--- src/rtl/ddr_burst_sequencer.sv ---
// DDR burst sequencer: per-bank open/closed tracking, RD/WR latency pipeline,
// and a one-column-per-clock burst engine with wrap, burst chop and auto-precharge.
module ddr_burst_sequencer #(
  parameter int RANKS     = 1,
  parameter int BGWIDTH   = 2,
  parameter int BAWIDTH   = 2,
  parameter int ADDRWIDTH = 17,
  parameter int COLWIDTH  = 10,
  parameter int BL        = 8,
  parameter int BC_OTF    = 1,
  parameter int CL        = 16,
  parameter int CWL       = 12,
  parameter int MAXLAT    = 32,
  localparam int NB       = 1 << (BGWIDTH + BAWIDTH),
  localparam int NBANKS   = RANKS * NB,
  localparam int RW       = (RANKS > 1) ? $clog2(RANKS) : 1
) (
  input  logic                 clk,
  input  logic                 reset_n,
  input  logic [RANKS-1:0]     cs_n,
  input  logic [BGWIDTH-1:0]   bg,
  input  logic [BAWIDTH-1:0]   ba,
  input  logic [ADDRWIDTH-1:0] A,
  input  logic                 ACT,
  input  logic                 PR,
  input  logic                 PRA,
  input  logic                 RD,
  input  logic                 RDA,
  input  logic                 WR,
  input  logic                 WRA,
  output logic [NBANKS-1:0]    open_mask,
  output logic                 rd_en,
  output logic                 wr_en,
  output logic [RW-1:0]        beat_rank,
  output logic [BGWIDTH-1:0]   beat_bg,
  output logic [BAWIDTH-1:0]   beat_ba,
  output logic [COLWIDTH-1:0]  beat_col,
  output logic                 beat_last,
  output logic                 cmd_err
);

  localparam int IW  = $clog2(NBANKS);
  localparam int CW  = RW + BGWIDTH + BAWIDTH;
  localparam int LW  = $clog2(MAXLAT + 1);
  localparam int LBW = $clog2(BL);

  typedef struct packed {
    logic                valid;
    logic                rd;
    logic                ap;
    logic [RW-1:0]       rank;
    logic [BGWIDTH-1:0]  bg;
    logic [BAWIDTH-1:0]  ba;
    logic [COLWIDTH-1:0] col;
    logic                bc4;
  } entry_t;

  entry_t              pipe_q [MAXLAT];
  entry_t              pipe_d [MAXLAT];
  entry_t              new_e;
  logic [MAXLAT:0]     pipe_v;
  logic [RANKS-1:0]    sel;
  logic [RW-1:0]       cmd_rank;
  logic [IW-1:0]       cmd_idx, ap_idx;
  logic [LW-1:0]       lat_sel, ins_idx;
  logic [NBANKS-1:0]   open_d;
  logic                any_cmd, one_hot, cmd_ok, multi_err, is_rw, is_rd;
  logic                bank_open, ap_clr, ap_hit, slot_busy;
  logic                act_ok, act_err, rw_ok, rw_err;
  logic                burst_busy, start_ok, start_drop;
  logic                beat_ap, beat_bc4;
  logic [LBW-1:0]      beats_left;
  logic [COLWIDTH-1:0] wrap_mask, next_col;

  // Command strobes are single-cycle and sampled on the edge they are high;
  // there is no backpressure, so an unacceptable command is dropped with cmd_err.
  always_comb begin
    sel      = ~cs_n;
    any_cmd  = ACT | PR | PRA | RD | RDA | WR | WRA;
    one_hot  = (sel != '0) && ((sel & (sel - 1'b1)) == '0);
    cmd_ok   = any_cmd && one_hot;
    multi_err = any_cmd && (sel != '0) && !one_hot;
    cmd_rank = '0;
    for (int r = 0; r < RANKS; r++)
      if (sel[r]) cmd_rank = RW'(r);
    cmd_idx   = IW'(CW'({cmd_rank, bg, ba}));
    ap_idx    = IW'(CW'({beat_rank, beat_bg, beat_ba}));
    bank_open = open_mask[cmd_idx];
    ap_clr    = beat_last && beat_ap;
    ap_hit    = ap_clr && (ap_idx == cmd_idx);
    is_rd     = RD | RDA;
    is_rw     = is_rd | WR | WRA;
    lat_sel   = is_rd ? LW'(CL) : LW'(CWL);
    ins_idx   = lat_sel - 1'b1;
    pipe_v    = '0;
    for (int i = 0; i < MAXLAT; i++) pipe_v[i] = pipe_q[i].valid;
    // An entry one slot above the insert point would shift onto it this edge.
    slot_busy = pipe_v[lat_sel];
    act_ok    = cmd_ok && ACT && (!bank_open || ap_hit);
    act_err   = cmd_ok && ACT && bank_open && !ap_hit;
    rw_ok     = cmd_ok && is_rw && bank_open && !slot_busy;
    rw_err    = cmd_ok && is_rw && (!bank_open || slot_busy);
  end

  always_comb begin
    new_e.valid = 1'b1;
    new_e.rd    = is_rd;
    new_e.ap    = RDA | WRA;
    new_e.rank  = cmd_rank;
    new_e.bg    = bg;
    new_e.ba    = ba;
    new_e.col   = A[COLWIDTH-1:0];
    new_e.bc4   = (BC_OTF != 0) && !A[12];
    for (int i = 0; i < MAXLAT - 1; i++) pipe_d[i] = pipe_q[i+1];
    pipe_d[MAXLAT-1] = '0;
    if (rw_ok) pipe_d[ins_idx] = new_e;
  end

  // Ordering gives auto-precharge < PR/PRA < ACT priority on the same bank.
  always_comb begin
    open_d = open_mask;
    if (ap_clr) open_d[ap_idx] = 1'b0;
    if (cmd_ok && PR) open_d[cmd_idx] = 1'b0;
    if (cmd_ok && PRA)
      for (int b = 0; b < NBANKS; b++)
        if ((b / NB) == int'(cmd_rank)) open_d[b] = 1'b0;
    if (act_ok) open_d[cmd_idx] = 1'b1;
  end

  always_comb begin
    burst_busy = (rd_en | wr_en) && !beat_last;
    start_ok   = pipe_q[0].valid && !burst_busy;
    start_drop = pipe_q[0].valid && burst_busy;
    wrap_mask  = beat_bc4 ? COLWIDTH'(BL/2 - 1) : COLWIDTH'(BL - 1);
    next_col   = (beat_col & ~wrap_mask) | ((beat_col + 1'b1) & wrap_mask);
  end

  always_ff @(posedge clk or negedge reset_n) begin
    if (!reset_n) begin
      for (int i = 0; i < MAXLAT; i++) pipe_q[i] <= '0;
      open_mask  <= '0;
      cmd_err    <= 1'b0;
    end else begin
      for (int i = 0; i < MAXLAT; i++) pipe_q[i] <= pipe_d[i];
      open_mask  <= open_d;
      cmd_err    <= multi_err | act_err | rw_err | start_drop;
    end
  end

  always_ff @(posedge clk or negedge reset_n) begin
    if (!reset_n) begin
      rd_en      <= 1'b0;
      wr_en      <= 1'b0;
      beat_rank  <= '0;
      beat_bg    <= '0;
      beat_ba    <= '0;
      beat_col   <= '0;
      beat_last  <= 1'b0;
      beat_ap    <= 1'b0;
      beat_bc4   <= 1'b0;
      beats_left <= '0;
    end else if (start_ok) begin
      rd_en      <= pipe_q[0].rd;
      wr_en      <= !pipe_q[0].rd;
      beat_rank  <= pipe_q[0].rank;
      beat_bg    <= pipe_q[0].bg;
      beat_ba    <= pipe_q[0].ba;
      beat_col   <= pipe_q[0].col;
      beat_last  <= 1'b0;
      beat_ap    <= pipe_q[0].ap;
      beat_bc4   <= pipe_q[0].bc4;
      beats_left <= pipe_q[0].bc4 ? LBW'(BL/2 - 1) : LBW'(BL - 1);
    end else if (burst_busy) begin
      beat_col   <= next_col;
      beat_last  <= (beats_left == LBW'(1));
      beats_left <= beats_left - 1'b1;
    end else begin
      rd_en      <= 1'b0;
      wr_en      <= 1'b0;
      beat_rank  <= '0;
      beat_bg    <= '0;
      beat_ba    <= '0;
      beat_col   <= '0;
      beat_last  <= 1'b0;
      beat_ap    <= 1'b0;
      beat_bc4   <= 1'b0;
      beats_left <= '0;
    end
  end

endmodule

--- config.mk ---
export PLATFORM = sky130hd
export DESIGN_NAME = ddr_burst_sequencer
export DESIGN_NICKNAME = d
export VERILOG_FILES = /design/src/rtl/ddr_burst_sequencer.sv
export SDC_FILE = /design/constraint.sdc
export NUM_CORES = 1
export LEC_CHECK = 0
export BUFFER_PORTS_ARGS = -buffer_cell sky130_fd_sc_hd__buf_2
export CAP_MARGIN = 5
export CORE_UTILIZATION = 58
export DETAILED_ROUTE_END_ITERATION = 10
export PLACE_DENSITY = 0.79
export SLEW_MARGIN = 10
export SYNTH_ARGS = -nofsm -noshare
export SYNTH_HDL_FRONTEND = slang
export SYNTH_SLANG_ARGS = --single-unit
--- constraint.sdc ---
create_clock -name clk -period 3 [get_ports clk]
set_input_delay 0.15 -clock clk [delete_from_list [all_inputs] [get_ports clk]]
set_output_delay 0.15 -clock clk [all_outputs]
set_load 0.01 [all_outputs]
==> results <==
- The kind of cell with the highest combined delay along the critical path is multiplexers.
- The initial utilization of the core area, before any placement, comes to 60.2%.
- The synthesized netlist occupies a cell area of between 0.009 and 0.01 mm².
- Yosys mapped a number of flops with a built-in enable equal to 0.
- Of the total synthesized cell area, the portion taken by XOR and XNOR cells is 0.542%.
- Setup repair after global routing left no endpoint under its margin.
- The final wirelength is between 15,000 and 20,000 µm.
- The worst hold path was traced through 2 stages.
- The total number of yosys warnings is 0.
- The number of max-slew violations in the final report is 0.
- The clock slew at the register clock pins of the worst setup and hold paths is ~60 ps.
- The total power of the final layout is between 8 and 9 mW.
- The minimum period implied by the final worst setup slack is between 2000 and 3000 ps.
- Entering global routing, the biggest net connects ~120 pins.
- The post-place instance area is 0.0101 mm².
- The floorplan step set the die width to ~130 µm.
- The finished layout cell area is about 0.011 mm².
- The post-route netlist has between 10% and 20% of its cells at a drive strength greater than 1.
- The maximum clock frequency is roughly 0.39 GHz.
- In the post-route analysis, the smallest setup slack over all paths is approximately 410 ps.
- The met3 usage in global routing is 4.40%.
- STA classifies the critical path endpoint as a flip-flop.
- Counting both buffers and inverters, the worst setup path holds a total of 2.
- Row generation in the floorplan step produced 46 rows.
- In this run the static leakage power is around 5.8 nW.
- After the last flow step, the layout net total stands at about 680.
- The via count of the first global-routing pass came to 5,132.
- The first global-routing pass estimated 26,400 µm of wire.
- The worst endpoint data arrival time is between 3000 and 4000 ps.
- The maximum fanout along the worst path is 12.
- The library cell with the largest summed area after synthesis is sky130_fd_sc_hd__dfrtp_1.
- The count of mapped cells out of synthesis is 589.
- The critical setup path kind is flip-flop to flip-flop.
- In the global route stage, met1 resource usage came out at 26.2%.
- The startpoint identified for the worst register-to-register timing path is open_mask[15].
- The arithmetic-cell share of the synthesized area counting full adders, half adders and majority gates is less than 1%.
- The post-placement worst setup slack is between 400 and 500 ps.
- For this block, the initial DRC count from the detailed router was between 200 and 250.
- The count of inserted antenna diode cells is 0.
- TritonCTS built the clock tree.
- The total of buffers placed on input and output ports is 58.
- The synthesized netlist devotes about 6.5% of its cell area to simple gates.
- Summing the areas of all compound-gate instances in the mapped netlist gives roughly 3.0% of the synthesized area.
- The estimated wirelength of the detail-placed design is 9370 µm.
- The sequential area share after synthesis is between 80% and 90%.
- The met2 track demand over resource in global routing is roughly a third.
- The critical path depth is 7.
- Routability-driven placement finished with a final weighted congestion of roughly 0.83.
- Yosys attributes the largest share of cell area to sky130_fd_sc_hd__dfrtp_1 (83%), sky130_fd_sc_hd__clkbuf_1 (2.1%), sky130_fd_sc_hd__nand2_1 (1.5%).
- The post-detailed-route count of antenna-violating nets is 0.
- The floorplan die height is 131 µm.
- Setup violations remaining at the end of the flow were counted as 0.
- The area share of the largest cell type after synthesis is a little over four fifths.
- In the synthesized netlist, mux cells make up approximately 3.5% of the area.
- The flow ran to the end, and the final reports show no timing, DRC or antenna violations.
- The global routing stage identified its most utilized layer as met2.
- For this design the ratio of total power to cell area is 745 mW/mm².
- Dividing the detail-routed wire length by the instance count gives between 15 and 20 µm.
- The total overflow left after global routing is 0.
- Clock tree synthesis found a total of approximately 320 sinks.
- The number of remaining DRC errors is 0.
- CTS placed an instance of sky130_fd_sc_hd__clkbuf_16 at the clock tree root.
- In this run the post-CTS setup repair buffer count came out at 0.
- The number of max-cap violations is 0.
- The worst reg2reg path depth is 7.
- Global routing used roughly a fifth of the available tracks.
- The first-pass iteration count of the detailed router is 4.
- The area enclosed by the die boundary is approximately 0.017 mm².
- The utilization after layout is just under 70%.
- Of the available clock period, the critical path in the final layout requires ~86%.
- The mean number of vias per cell is roughly 5.3.
- TritonCTS created 28 clock buffers.
- The average cell area after synthesis is 16.5 µm².
- The worst hold path begins at ba[1].
- The initial antenna violation count is 0.
- Summing over every cut layer, the via total after detailed routing is about 4.6k.
- After floorplanning, the core was sized to cover 0.0161 mm².
- The top-level port count is between 60 and 70.
- The signal on the critical path passes through mux4_2, mux2_2, mux2i_4, nor3_1, buf_4, o21a_1, dlygate4sd3_1.
- When the netlist entered floorplanning its net count stood at ~620.
- The cell at the slowest stage of the critical path is sky130_fd_sc_hd__dlygate4sd3_1.
- For the pin with the worst max-slew slack, the measured transition is approximately 830 ps.
- The type of the worst min-delay path is primary input to flip-flop.
- The number of hold violations in the final report is 0.
- The later pin in the worst-skew pair is clocked with a latency of around 530 ps.
- In this run the critical register-to-register path is captured at pipe_q[320].
- After routing, the total negative slack on setup checks comes to 0 ps.
- For hold timing, the worst endpoint is pipe_q[316].
- The most used flip-flop cell after synthesis is sky130_fd_sc_hd__dfrtp_1.
- The final worst clock skew is ~18 ps.
- Across all register-to-register paths, the minimum setup slack is approximately 410 ps.
- After synthesis, the largest family of logic cells by area is simple AND/OR/NAND/NOR gates.
- Relative to the synthesized area, the layout overhead comes to 14.8%.
- The largest single stage delay on the critical path is between 500 and 600 ps.
- Across the VDD grid, the largest voltage drop is a little under 0.7 mV.
- Headroom to the max-slew limit came out at 44.5%.
- Data on the critical path is required at its endpoint by around 3400 ps.
- CTS built an H-tree with a depth of 1.
- The netlist uses 40 different library cells.
- The proportion of synthesized flip-flops having asynchronous set or reset is 100%.
- The clock passes through at most 3 buffers.
- The flip-flop and latch count after synthesis is roughly 320.
- STA classifies the critical path startpoint as a flip-flop.
[report_power, final]
group,total [mW],internal (mW),switching (mW)
registers,4.55,4.48,0.0676
clock network,3.31,1.89,1.42
logic,0.439,0.141,0.298
[worst register-to-register path, stage by stage (launching register included)]
cell,delay [ps]
sky130_fd_sc_hd__dfrtp_1,410
sky130_fd_sc_hd__mux4_2,490
sky130_fd_sc_hd__mux2_2,350
sky130_fd_sc_hd__mux2i_4,230
sky130_fd_sc_hd__nor3_1,120
sky130_fd_sc_hd__buf_4,210
sky130_fd_sc_hd__o21a_1,120
sky130_fd_sc_hd__dlygate4sd3_1,550
[kinds of logic (layout without fill, tap and decap cells)]
family | after synthesis | count (layout)
DFF | 323 | 323
muxes | 23 | 23
buffers and inverters | 62 | 133
AOI/OAI and AO/OA | 44 | 44
adders and majority gates | 3 | 3
other | 1 | 1
xor gates and xnor gates | 6 | 6
and+or+nand+nor | 127 | 127
[synth_stat cells (3+ instances only)]
| cell | number |
|---|---|
| sky130_fd_sc_hd__mux2_2 | 9 |
| sky130_fd_sc_hd__nand2b_1 | 11 |
| sky130_fd_sc_hd__nor2b_1 | 3 |
| sky130_fd_sc_hd__clkbuf_1 | 53 |
| sky130_fd_sc_hd__nand3b_1 | 4 |
| sky130_fd_sc_hd__o21ai_0 | 9 |
| sky130_fd_sc_hd__and2_1 | 13 |
| sky130_fd_sc_hd__o22ai_1 | 15 |
| sky130_fd_sc_hd__inv_1 | 4 |
| sky130_fd_sc_hd__ha_1 | 3 |
| sky130_fd_sc_hd__o211ai_1 | 11 |
| sky130_fd_sc_hd__o311ai_0 | 4 |
| sky130_fd_sc_hd__nor2_1 | 18 |
| sky130_fd_sc_hd__mux4_2 | 4 |
| sky130_fd_sc_hd__nand3_1 | 21 |
| sky130_fd_sc_hd__xnor2_1 | 6 |
| sky130_fd_sc_hd__mux2_4 | 8 |
| sky130_fd_sc_hd__dfrtp_1 | 323 |
| sky130_fd_sc_hd__nand2_1 | 39 |
| sky130_fd_sc_hd__nor3_1 | 6 |
[per-layer routing]
| layer | part of all wire (%) | up-vias | wire, µm |
|---|---|---|---|
| met5 | 0 | - | 0 |
| met4 | 2.2 | 0 | 347 |
| met3 | 5.4 | 31 | 859 |
| met2 | 51 | 145 | 8180 |
| met1 | 41 | 2411 | 6520 |
| li1 | - | 2019 | - |
[per-stage QoR]
stage | instances | hold WS, ps
floorplan | 589 | -146
global placement | 815 | 252
detailed placement | 815 | 267
CTS | 876 | 17.1
global route | 876 | 31.7
finish | 876 | 37.8
[worst max path at each step]
stage / start / to / slack (ps)
finish: open_mask[15] / pipe_q[320] / 410
global route: open_mask[15] / pipe_q[320] / 330
CTS: open_mask[15] / pipe_q[320] / 430
detailed placement: ba[0] / pipe_q[381] / 440
global placement: ba[0] / pipe_q[382] / 520
floorplan: open_mask[15] / pipe_q[383] / 800
[flip-flops by register name, summed over array words and instances, names as in the netlist]
register and cells:
beat_ap 1, beat_ba 2, beat_bc4 1, beat_bg 2
beat_col 10, beat_last 1, beats_left 3, cmd_err 1
open_mask 16, pipe_q 284, rd_en 1, wr_en 1
[layout make-up]
cell class | instances | area (µm²)
sequential | 323 | 8080
fill | 1031 | 4980
multi-input combinational | 204 | 1360
clock buffer | 41 | 790
timing repair buffer | 84 | 561
tap | 216 | 270
clock inverter | 4 | 56.3
inverter | 4 | 15.0
[repair_timing]
item | in CTS | in global routing
resized for setup | 0 | 0
hold endpoints to repair | 132 | 0
hold buffers | 16 | 0
[cells in the final DEF (no fill, tap or decap), types with 3 or more instances in the layout]
cell | Yosys | layout
sky130_fd_sc_hd__mux2_4 | 8 | 8
sky130_fd_sc_hd__buf_2 | 1 | 57
sky130_fd_sc_hd__clkbuf_1 | 53 | 9
sky130_fd_sc_hd__nand3_1 | 21 | 21
sky130_fd_sc_hd__buf_4 | 1 | 8
sky130_fd_sc_hd__inv_1 | 4 | 4
sky130_fd_sc_hd__and2_1 | 13 | 13
sky130_fd_sc_hd__ha_1 | 3 | 3
sky130_fd_sc_hd__o22ai_1 | 15 | 15
sky130_fd_sc_hd__mux2_2 | 9 | 9
sky130_fd_sc_hd__clkbuf_16 | 0 | 28
sky130_fd_sc_hd__mux4_2 | 4 | 4
sky130_fd_sc_hd__nor2b_1 | 3 | 3
sky130_fd_sc_hd__nor3_1 | 6 | 6
sky130_fd_sc_hd__nor2_1 | 18 | 18
sky130_fd_sc_hd__clkbuf_8 | 0 | 4
sky130_fd_sc_hd__dfrtp_1 | 323 | 323
sky130_fd_sc_hd__o311ai_0 | 4 | 4
sky130_fd_sc_hd__dlygate4sd3_1 | 0 | 16
sky130_fd_sc_hd__o211ai_1 | 11 | 11
sky130_fd_sc_hd__o21ai_0 | 9 | 9
sky130_fd_sc_hd__xnor2_1 | 6 | 6
sky130_fd_sc_hd__nand2b_1 | 11 | 11
sky130_fd_sc_hd__nand3b_1 | 4 | 4
sky130_fd_sc_hd__nand2_1 | 39 | 39
Power figures use the tool's default switching activity.
